### config.mk
export PLATFORM = sky130hd
export DESIGN_NAME = mem_access_stage_flat
export DESIGN_NICKNAME = d
export VERILOG_FILES = /design/src/rtl/mem_access_stage_pkg.sv /design/src/rtl/mem_access_stage_if.sv /design/src/rtl/mem_access_stage_align.sv /design/src/rtl/mem_access_stage.sv /design/src/flat_wrapper.sv
export SDC_FILE = /design/constraint.sdc
export NUM_CORES = 1
export LEC_CHECK = 0
export CORE_UTILIZATION = 45
export CTS_CLUSTER_DIAMETER = 50
export DETAILED_ROUTE_END_ITERATION = 10
export PLACE_DENSITY_LB_ADDON = 0.12
export SYNTH_ARGS = -nofsm -noshare
export SYNTH_HDL_FRONTEND = slang
export SYNTH_SLANG_ARGS = --single-unit
### constraint.sdc
create_clock -name clk -period 6.25 [get_ports clk]
set_clock_uncertainty 0.15 [all_clocks]
set_input_delay 1.25 -clock clk [delete_from_list [all_inputs] [get_ports clk]]
set_output_delay 1.25 -clock clk [all_outputs]
set_load 0.05 [all_outputs]
### src/rtl/mem_access_stage_pkg.sv
// Shared encodings for the load/store stage:
// access sizes, exception causes, FSM states.
package mem_access_stage_pkg;

  localparam logic [2:0] F3_B  = 3'b000;
  localparam logic [2:0] F3_H  = 3'b001;
  localparam logic [2:0] F3_W  = 3'b010;
  localparam logic [2:0] F3_BU = 3'b100;
  localparam logic [2:0] F3_HU = 3'b101;

  typedef enum logic [1:0] {
    EXC_NONE     = 2'b00,
    EXC_MISALIGN = 2'b01,
    EXC_TIMEOUT  = 2'b10,
    EXC_ILLEGAL  = 2'b11
  } exc_cause_e;

  typedef enum logic [1:0] {
    S_IDLE     = 2'b00,
    S_REQ      = 2'b01,
    S_WAIT_RSP = 2'b10,
    S_RESP     = 2'b11
  } state_e;

  function automatic logic f3_legal(input logic [2:0] f3);
    return f3 inside {F3_B, F3_H, F3_W, F3_BU, F3_HU};
  endfunction

endpackage

### src/rtl/mem_access_stage_if.sv
// Data-memory req/gnt/rvalid port.
// master = load/store stage, slave = memory.
interface mem_access_stage_if;
  logic        dmem_req;
  logic        dmem_we;
  logic [31:0] dmem_addr;
  logic [3:0]  dmem_be;
  logic [31:0] dmem_wdata;
  logic        dmem_gnt;
  logic        dmem_rvalid;
  logic [31:0] dmem_rdata;

  modport master (
    output dmem_req, dmem_we, dmem_addr,
    output dmem_be, dmem_wdata,
    input  dmem_gnt, dmem_rvalid, dmem_rdata
  );

  modport slave (
    input  dmem_req, dmem_we, dmem_addr,
    input  dmem_be, dmem_wdata,
    output dmem_gnt, dmem_rvalid, dmem_rdata
  );
endinterface

### src/rtl/mem_access_stage_align.sv
// Byte-lane logic: store enables/data, load
// lane extraction and extension, access checks.
module mem_access_stage_align
  import mem_access_stage_pkg::*;
(
  input  logic [1:0]  i_st_off,
  input  logic [2:0]  i_st_f3,
  input  logic        i_rd,
  input  logic        i_wr,
  input  logic [31:0] i_sd,
  output logic [3:0]  o_be,
  output logic [31:0] o_wdata,
  output logic        o_misaligned,
  output logic        o_illegal,
  input  logic [1:0]  i_ld_off,
  input  logic [2:0]  i_ld_f3,
  input  logic [31:0] i_rdata,
  output logic [31:0] o_ld_data
);

  logic        w_st_b;
  logic        w_st_h;
  logic        w_st_w;
  logic [31:0] w_lane;

  assign w_st_b = (i_st_f3[1:0] == 2'b00);
  assign w_st_h = (i_st_f3[1:0] == 2'b01);
  assign w_st_w = (i_st_f3[1:0] == 2'b10);

  assign o_illegal = ~f3_legal(i_st_f3)
                   | (i_wr & i_st_f3[2])
                   | (i_rd & i_wr);

  assign o_misaligned = (w_st_h & i_st_off[0])
                      | (w_st_w & (i_st_off != 2'b00));

  // Store lane enables and replicated data
  always_comb begin
    o_be    = 4'b0000;
    o_wdata = 32'h0;
    unique case (1'b1)
      w_st_b: begin
        o_be    = 4'b0001 << i_st_off;
        o_wdata = {4{i_sd[7:0]}};
      end
      w_st_h: begin
        o_be    = 4'b0011 << i_st_off;
        o_wdata = {2{i_sd[15:0]}};
      end
      w_st_w: begin
        o_be    = 4'b1111;
        o_wdata = i_sd;
      end
      default: begin
        o_be    = 4'b0000;
        o_wdata = 32'h0;
      end
    endcase
  end

  assign w_lane = i_rdata >> {i_ld_off, 3'b000};

  // Load lane extension by size/signedness
  always_comb begin
    o_ld_data = i_rdata;
    unique case (i_ld_f3[1:0])
      2'b00: o_ld_data = i_ld_f3[2]
        ? {24'h0, w_lane[7:0]}
        : {{24{w_lane[7]}}, w_lane[7:0]};
      2'b01: o_ld_data = i_ld_f3[2]
        ? {16'h0, w_lane[15:0]}
        : {{16{w_lane[15]}}, w_lane[15:0]};
      default: o_ld_data = i_rdata;
    endcase
  end

endmodule

### src/rtl/mem_access_stage.sv
// Load/store stage: drives the data-memory port
// and emits one registered writeback beat per op.
module mem_access_stage
  import mem_access_stage_pkg::*;
#(
  parameter int unsigned TIMEOUT_CYCLES = 255
) (
  input  logic                clk,
  input  logic                rst,
  input  logic                in_valid,
  output logic                in_ready,
  input  logic [31:0]         alu_result,
  input  logic [31:0]         store_data,
  input  logic                mem_read,
  input  logic                mem_write,
  input  logic [2:0]          funct3,
  input  logic [4:0]          rd_in,
  input  logic                reg_write_in,
  mem_access_stage_if.master  dmem,
  output logic                wb_valid,
  output logic                wb_reg_write,
  output logic [4:0]          wb_rd,
  output logic [31:0]         wb_data,
  output logic                exc_valid,
  output logic [1:0]          exc_cause
);

  localparam logic [31:0] LP_LAST =
    32'(TIMEOUT_CYCLES - 1);

  state_e      r_state;
  logic        r_req;
  logic        r_we;
  logic [31:0] r_addr;
  logic [3:0]  r_be;
  logic [31:0] r_wdata;
  logic [1:0]  r_off;
  logic [2:0]  r_f3;
  logic [4:0]  r_rd;
  logic        r_rw;
  logic        r_store;
  logic [31:0] r_timer;
  logic [31:0] r_ld;
  logic        r_exc;
  exc_cause_e  r_cause;
  logic        r_wb_valid;
  logic        r_wb_rw;
  logic [4:0]  r_wb_rd;
  logic [31:0] r_wb_data;
  logic        r_exc_valid;
  exc_cause_e  r_exc_cause;

  logic [3:0]  w_be;
  logic [31:0] w_wdata;
  logic        w_mis;
  logic        w_ill;
  logic [31:0] w_ld;
  logic        w_mem;
  logic        w_op_pass;
  logic        w_op_ill;
  logic        w_op_mis;
  logic        w_tmo;

  mem_access_stage_align u_align (
    .i_st_off     (alu_result[1:0]),
    .i_st_f3      (funct3),
    .i_rd         (mem_read),
    .i_wr         (mem_write),
    .i_sd         (store_data),
    .o_be         (w_be),
    .o_wdata      (w_wdata),
    .o_misaligned (w_mis),
    .o_illegal    (w_ill),
    .i_ld_off     (r_off),
    .i_ld_f3      (r_f3),
    .i_rdata      (dmem.dmem_rdata),
    .o_ld_data    (w_ld)
  );

  assign in_ready  = (r_state == S_IDLE);
  assign w_mem     = mem_read | mem_write;
  assign w_op_pass = ~w_mem;
  assign w_op_ill  = w_mem & w_ill;
  assign w_op_mis  = w_mem & ~w_ill & w_mis;
  assign w_tmo     = (TIMEOUT_CYCLES != 0)
                   && (r_timer == LP_LAST);

  assign dmem.dmem_req   = r_req;
  assign dmem.dmem_we    = r_we;
  assign dmem.dmem_addr  = r_addr;
  assign dmem.dmem_be    = r_be;
  assign dmem.dmem_wdata = r_wdata;

  assign wb_valid     = r_wb_valid;
  assign wb_reg_write = r_wb_rw;
  assign wb_rd        = r_wb_rd;
  assign wb_data      = r_wb_data;
  assign exc_valid    = r_exc_valid;
  assign exc_cause    = r_exc_cause;

  // Op capture, bus FSM, timeout and writeback beat
  always_ff @(posedge clk or posedge rst) begin
    if (rst) begin
      r_state     <= S_IDLE;
      r_req       <= 1'b0;
      r_we        <= 1'b0;
      r_addr      <= 32'h0;
      r_be        <= 4'h0;
      r_wdata     <= 32'h0;
      r_off       <= 2'b00;
      r_f3        <= 3'b000;
      r_rd        <= 5'd0;
      r_rw        <= 1'b0;
      r_store     <= 1'b0;
      r_timer     <= 32'h0;
      r_ld        <= 32'h0;
      r_exc       <= 1'b0;
      r_cause     <= EXC_NONE;
      r_wb_valid  <= 1'b0;
      r_wb_rw     <= 1'b0;
      r_wb_rd     <= 5'd0;
      r_wb_data   <= 32'h0;
      r_exc_valid <= 1'b0;
      r_exc_cause <= EXC_NONE;
    end else begin
      r_wb_valid  <= 1'b0;
      r_wb_rw     <= 1'b0;
      r_wb_rd     <= 5'd0;
      r_wb_data   <= 32'h0;
      r_exc_valid <= 1'b0;
      r_exc_cause <= EXC_NONE;
      unique case (r_state)
        S_IDLE: if (in_valid) begin
          r_off   <= alu_result[1:0];
          r_f3    <= funct3;
          r_rd    <= rd_in;
          r_rw    <= reg_write_in;
          r_store <= mem_write;
          r_timer <= 32'h0;
          r_ld    <= 32'h0;
          r_exc   <= 1'b0;
          r_cause <= EXC_NONE;
          unique case (1'b1)
            w_op_pass: begin
              r_wb_valid <= 1'b1;
              r_wb_rw    <= reg_write_in;
              r_wb_rd    <= rd_in;
              r_wb_data  <= alu_result;
            end
            w_op_ill: begin
              r_wb_valid  <= 1'b1;
              r_exc_valid <= 1'b1;
              r_exc_cause <= EXC_ILLEGAL;
            end
            w_op_mis: begin
              r_wb_valid  <= 1'b1;
              r_exc_valid <= 1'b1;
              r_exc_cause <= EXC_MISALIGN;
            end
            default: begin
              r_state <= S_REQ;
              r_req   <= 1'b1;
              r_we    <= mem_write;
              r_addr  <= {alu_result[31:2], 2'b00};
              r_be    <= w_be;
              r_wdata <= mem_write ? w_wdata : 32'h0;
            end
          endcase
        end
        S_REQ: if (dmem.dmem_gnt) begin
          r_req   <= 1'b0;
          r_we    <= 1'b0;
          r_state <= r_store ? S_RESP : S_WAIT_RSP;
        end
        S_WAIT_RSP: begin
          if (dmem.dmem_rvalid) begin
            r_ld    <= w_ld;
            r_state <= S_RESP;
          end else if (w_tmo) begin
            r_exc   <= 1'b1;
            r_cause <= EXC_TIMEOUT;
            r_state <= S_RESP;
          end else begin
            r_timer <= r_timer + 32'd1;
          end
        end
        S_RESP: begin
          r_wb_valid  <= 1'b1;
          r_wb_rw     <= r_rw & ~r_exc & ~r_store;
          r_wb_rd     <= r_exc ? 5'd0 : r_rd;
          r_wb_data   <= (r_exc | r_store) ? 32'h0 : r_ld;
          r_exc_valid <= r_exc;
          r_exc_cause <= r_cause;
          r_state     <= S_IDLE;
        end
        default: r_state <= S_IDLE;
      endcase
    end
  end

endmodule

### src/flat_wrapper.sv
// flat-port wrapper written by rule: the top's interface ports become plain ports
module mem_access_stage_flat import mem_access_stage_pkg::*;
#(
  parameter int unsigned TIMEOUT_CYCLES = 255
)
  (clk, rst, in_valid, in_ready, alu_result, store_data, mem_read, mem_write, funct3, rd_in, reg_write_in, wb_valid, wb_reg_write, wb_rd, wb_data, exc_valid, exc_cause, dmem_dmem_req, dmem_dmem_we, dmem_dmem_addr, dmem_dmem_be, dmem_dmem_wdata, dmem_dmem_gnt, dmem_dmem_rvalid, dmem_dmem_rdata);
  mem_access_stage_if dmem_i ();
  input  logic clk;
  input  logic rst;
  input  logic in_valid;
  output logic in_ready;
  input  logic [31:0] alu_result;
  input  logic [31:0] store_data;
  input  logic mem_read;
  input  logic mem_write;
  input  logic [2:0] funct3;
  input  logic [4:0] rd_in;
  input  logic reg_write_in;
  output logic wb_valid;
  output logic wb_reg_write;
  output logic [4:0] wb_rd;
  output logic [31:0] wb_data;
  output logic exc_valid;
  output logic [1:0] exc_cause;
  output wire logic [$bits(dmem_i.dmem_req)-1:0] dmem_dmem_req;
  output wire logic [$bits(dmem_i.dmem_we)-1:0] dmem_dmem_we;
  output wire logic [$bits(dmem_i.dmem_addr)-1:0] dmem_dmem_addr;
  output wire logic [$bits(dmem_i.dmem_be)-1:0] dmem_dmem_be;
  output wire logic [$bits(dmem_i.dmem_wdata)-1:0] dmem_dmem_wdata;
  input wire logic [$bits(dmem_i.dmem_gnt)-1:0] dmem_dmem_gnt;
  input wire logic [$bits(dmem_i.dmem_rvalid)-1:0] dmem_dmem_rvalid;
  input wire logic [$bits(dmem_i.dmem_rdata)-1:0] dmem_dmem_rdata;
  assign dmem_dmem_req = dmem_i.dmem_req;
  assign dmem_dmem_we = dmem_i.dmem_we;
  assign dmem_dmem_addr = dmem_i.dmem_addr;
  assign dmem_dmem_be = dmem_i.dmem_be;
  assign dmem_dmem_wdata = dmem_i.dmem_wdata;
  assign dmem_i.dmem_gnt = dmem_dmem_gnt;
  assign dmem_i.dmem_rvalid = dmem_dmem_rvalid;
  assign dmem_i.dmem_rdata = dmem_dmem_rdata;
  mem_access_stage #(.TIMEOUT_CYCLES(TIMEOUT_CYCLES)) u_core (.clk(clk), .rst(rst), .in_valid(in_valid), .in_ready(in_ready), .alu_result(alu_result), .store_data(store_data), .mem_read(mem_read), .mem_write(mem_write), .funct3(funct3), .rd_in(rd_in), .reg_write_in(reg_write_in), .dmem(dmem_i), .wb_valid(wb_valid), .wb_reg_write(wb_reg_write), .wb_rd(wb_rd), .wb_data(wb_data), .exc_valid(exc_valid), .exc_cause(exc_cause));
endmodule
==> impl_metrics.yaml <==
critical_path:
  cp_max_fo: 66
  crit_arrival_ps: 4110
  crit_path_max_incr_delay_ps: 790
  worst_setup_path_start_kind: "input port"
  cp_top_family: "buffers and inverters"
  crit_required_ps: 6420
  setup.worst_path.end_class: "flip-flop"
  crit_buf_inv: 2
  cp_slowest_cell: "or3_2"
  path_cells: "clkdlybuf4s50_1 -> o21ai_1 -> o2111ai_2 -> or3_2 -> buf_4 -> o31ai_1"
  worst-setup-path-type: "input port to flip-flop"
global_route:
  antenna_found_initial: 0
  grt.total_usage_pct: 25.20
  grt_pass1_vias: 7110
  grt_overflow: 0
  grt_start_max_net_pins: 115
  grt_pass1_wl_mm: 39.25
clock_network:
  cts_tree: "yes"
  clkSinkCount: 189
  cts_buffer_depth: 2
  cts_made_buffers: 17
  post_cts_buffers: 0
  cts-resized-gates: 0
  cts.root.buffer_cell: "clkbuf_16"
  clk_latency_ps: 430
  cts_hold_buffers: 0
  clkTransAtPathRegs_ps: 70
  cts-htree-levels: 4
drt:
  ant_nets: 0
  drt_iter0_markers: 585
  drt_wl_total_mm: 24.80
  vias: 7518
  viasPerCell: 5.432
  drc_errors: 0
  firstDrtPassIters: 5
  wl_per_cell_microns: 17.92
synth:
  synth_area_leaders: "dfrtp_1 (53%), nand2_1 (7.7%), nor2_1 (3.6%)"
  yosysSeqAreaShare_pct: 53.42
  yosys_warnings: 0
  synth_top_area_cell: "dfrtp_1"
  synth_area_per_cell_sq_um: 9.602
  yosysTopAreaCellShare_pct: 53.42
  synth_edf_count: 0
  synth-async-reset-ratio_pct: 100.0
  synth_seq_cells: 189
  synth.distinct_cells: 66
  syn_inst: 922
  synth_area_sq_um: 8853
  synthFlopType: "dfrtp_1"
power_and_ir_drop:
  pwr_density_cell_nw_per_um2: 463.4
  leakage_nw: 5.313
  peakVddDrop_uv: 269.1
finish:
  drive_gt1_share_pct: 6.673
  n_antenna_cell: 0
  syn_to_final_growth_pct: 33.72
  fillCellCount: 1654
  nets: 1229
  layout_commonest_cell: "clkdlybuf4s50_1"
  final_cells: 1384
  design_area_sq_um: 11840
  final_cell_mix: "clkdlybuf4s50_1 (222), dfrtp_1 (189), nand2_1 (182), nor2_1 (85), a21oi_1 (53)"
sta:
  period_needed_ps: 3931
  final.setup.worst_slack_ps: 2319
  max_freq_mhz: 254.4
  worst_slew_pin_slew_ps: 1078
  slew_violations: 0
  final_hold_viol_count: 0
  setup_viol: 0
  finalCritPeriodShare_pct: 62.90
  tns_ps: 0
  relSlewSlack_pct: 28.08
  rsz0062_at_grt: "false"
place:
  preCtsSetupSlack_ps: 1879
  portBuffers: 222
  place_congestion: 0.8374
  dp.cells: 1352
  dp_hpwl_mm: 16.99
  placed_area_sq_um: 11240
status:
  outcome: "finished clean"
worst_hold_path:
  hold_path.class: "flip-flop to flip-flop"
die:
  start_util_pct: 46.55
  die_area_sq_um: 20240
  fp.dieW_microns: 142.3
  core_region_area_sq_um: 19020
  std_cell_rows: 50
  io_pins: 225
  die_height_microns: 142.3
job:
  drv_cap: 0
## path summary, 6_finish.rpt
| kind | start | cells after the start | end | slack, ps |
|---|---|---|---|---|
| setup reg to reg | u_core.r_state[0]$_DFFE_PP0P_ | 6 | u_core.dmem.dmem_wdata[20]$_DFFE_PP0P_ | 2780 |
| min in group asynchronous | rst | 3 | u_core.wb_data[18]$_DFF_PP0_ | 1160 |
| hold reg to reg | u_core.dmem.dmem_wdata[6]$_DFFE_PP0P_ | 2 | u_core.dmem.dmem_wdata[6]$_DFFE_PP0P_ | 320 |
| max in group asynchronous | rst | 3 | u_core.r_timer[9]$_DFFE_PP0P_ | 3910 |
| setup / recovery | mem_write | 6 | u_core.dmem.dmem_wdata[20]$_DFFE_PP0P_ | 2320 |
| hold / removal | u_core.dmem.dmem_wdata[6]$_DFFE_PP0P_ | 2 | u_core.dmem.dmem_wdata[6]$_DFFE_PP0P_ | 320 |
## Yosys cell counts, types with 2 or more instances
library cell and n:
dfrtp_1 189, nand2_1 182, nor2_1 86, a21oi_1 53
clkbuf_1 45, a22oi_1 38, o21ai_0 33, nand3_1 30
o31ai_1 20, inv_1 18, mux2i_1 18, a221o_1 16
nor2b_1 14, mux2_2 13, nor4_1 11, xor2_1 10
a31oi_1 9, and3_1 9, buf_1 9, nand4_1 9
a21o_1 8, xnor2_1 8, or3_1 7, ha_1 6
nor3_1 6, o22ai_1 6, and4_1 5, nand2b_1 5
buf_2 4, buf_4 4, buf_6 4, a22o_1 3
and2_1 3, or4_1 3, a31o_1 2, nand3b_1 2
nor4b_1 2, nor4b_4 2, o21bai_1 2, or2b_1 2
## power breakdown
part           total (mW)  switching [mW]  internal [mW]  leakage, nW
Sequential           1.89           0.290           1.60         2.52
Combinational        2.50            1.65          0.850         2.51
Clock                1.10           0.525          0.573        0.292
## cell type report
class                           count  area [sq um]  area share, %
Timing Repair Buffer              235          2332          19.70
Sequential cell                   189          4730          39.95
Multi-Input combinational cell    649          3779          31.92
Tap cell                          260         325.3          2.748
Clock inverter                     15         172.7          1.458
Inverter                           19         75.07         0.6341
Clock buffer                       17         425.4          3.593
## tightest hold or removal path: cells and delay by family, from the launching register on
family,cells,cell delay [ps]
flops,1,340
simple gates,2,100
## kinds of logic (layout without fill, tap and decap cells)
kind of cell / count (synthesis) / in the layout / synth area share, %
compound gates: 205 / 205 / 15.52
buf+inv: 85 / 286 / 4.169
simple gates: 386 / 386 / 20.28
other cells: 1 / 2 / 0.04236
fa+ha+maj: 6 / 6 / 0.8479
xor+xnor: 18 / 18 / 1.781
mux: 32 / 32 / 3.943
flops: 189 / 189 / 53.42
## per-layer routing
metal / vias to the layer above / part of all wire [%] / track usage, %
met5: - / 0 / 0
met4: 0 / 1.4 / 7.470
met3: 23 / 7.0 / 5.485
met2: 237 / 45 / 37.46
met1: 3648 / 46 / 36.76
li1: 3610 / - / -
## through the flow
stage          power (mW)  hold slack [ps]  utilization (%)
6_report            5.487            318.9            62.25
5_1_grt             5.772            341.8            62.25
4_1_cts             5.518            321.3            62.25
3_5_place_dp        4.412            305.3            59.11
3_3_place_gp        4.385            300.8            59.11
2_1_floorplan       3.559            300.2                -
## sequential cells by signal, indices dropped and copies added (netlist names)
signal / flops
u_core.r_store: 1
u_core.dmem.dmem_be: 4
u_core.r_f3: 3
u_core.wb_reg_write: 1
u_core.r_exc: 1
u_core.r_rd: 5
u_core.exc_valid: 1
u_core.dmem.dmem_wdata: 32
u_core.dmem.dmem_addr: 30
u_core.r_rw: 1
u_core.wb_valid: 1
u_core.dmem.dmem_we: 1
u_core.r_state: 2
u_core.r_timer: 32
u_core.wb_data: 32
u_core.wb_rd: 5
u_core.dmem.dmem_req: 1
u_core.r_ld: 32
u_core.r_off: 2
u_core.exc_cause: 2
Power figures use the tool's default switching activity.
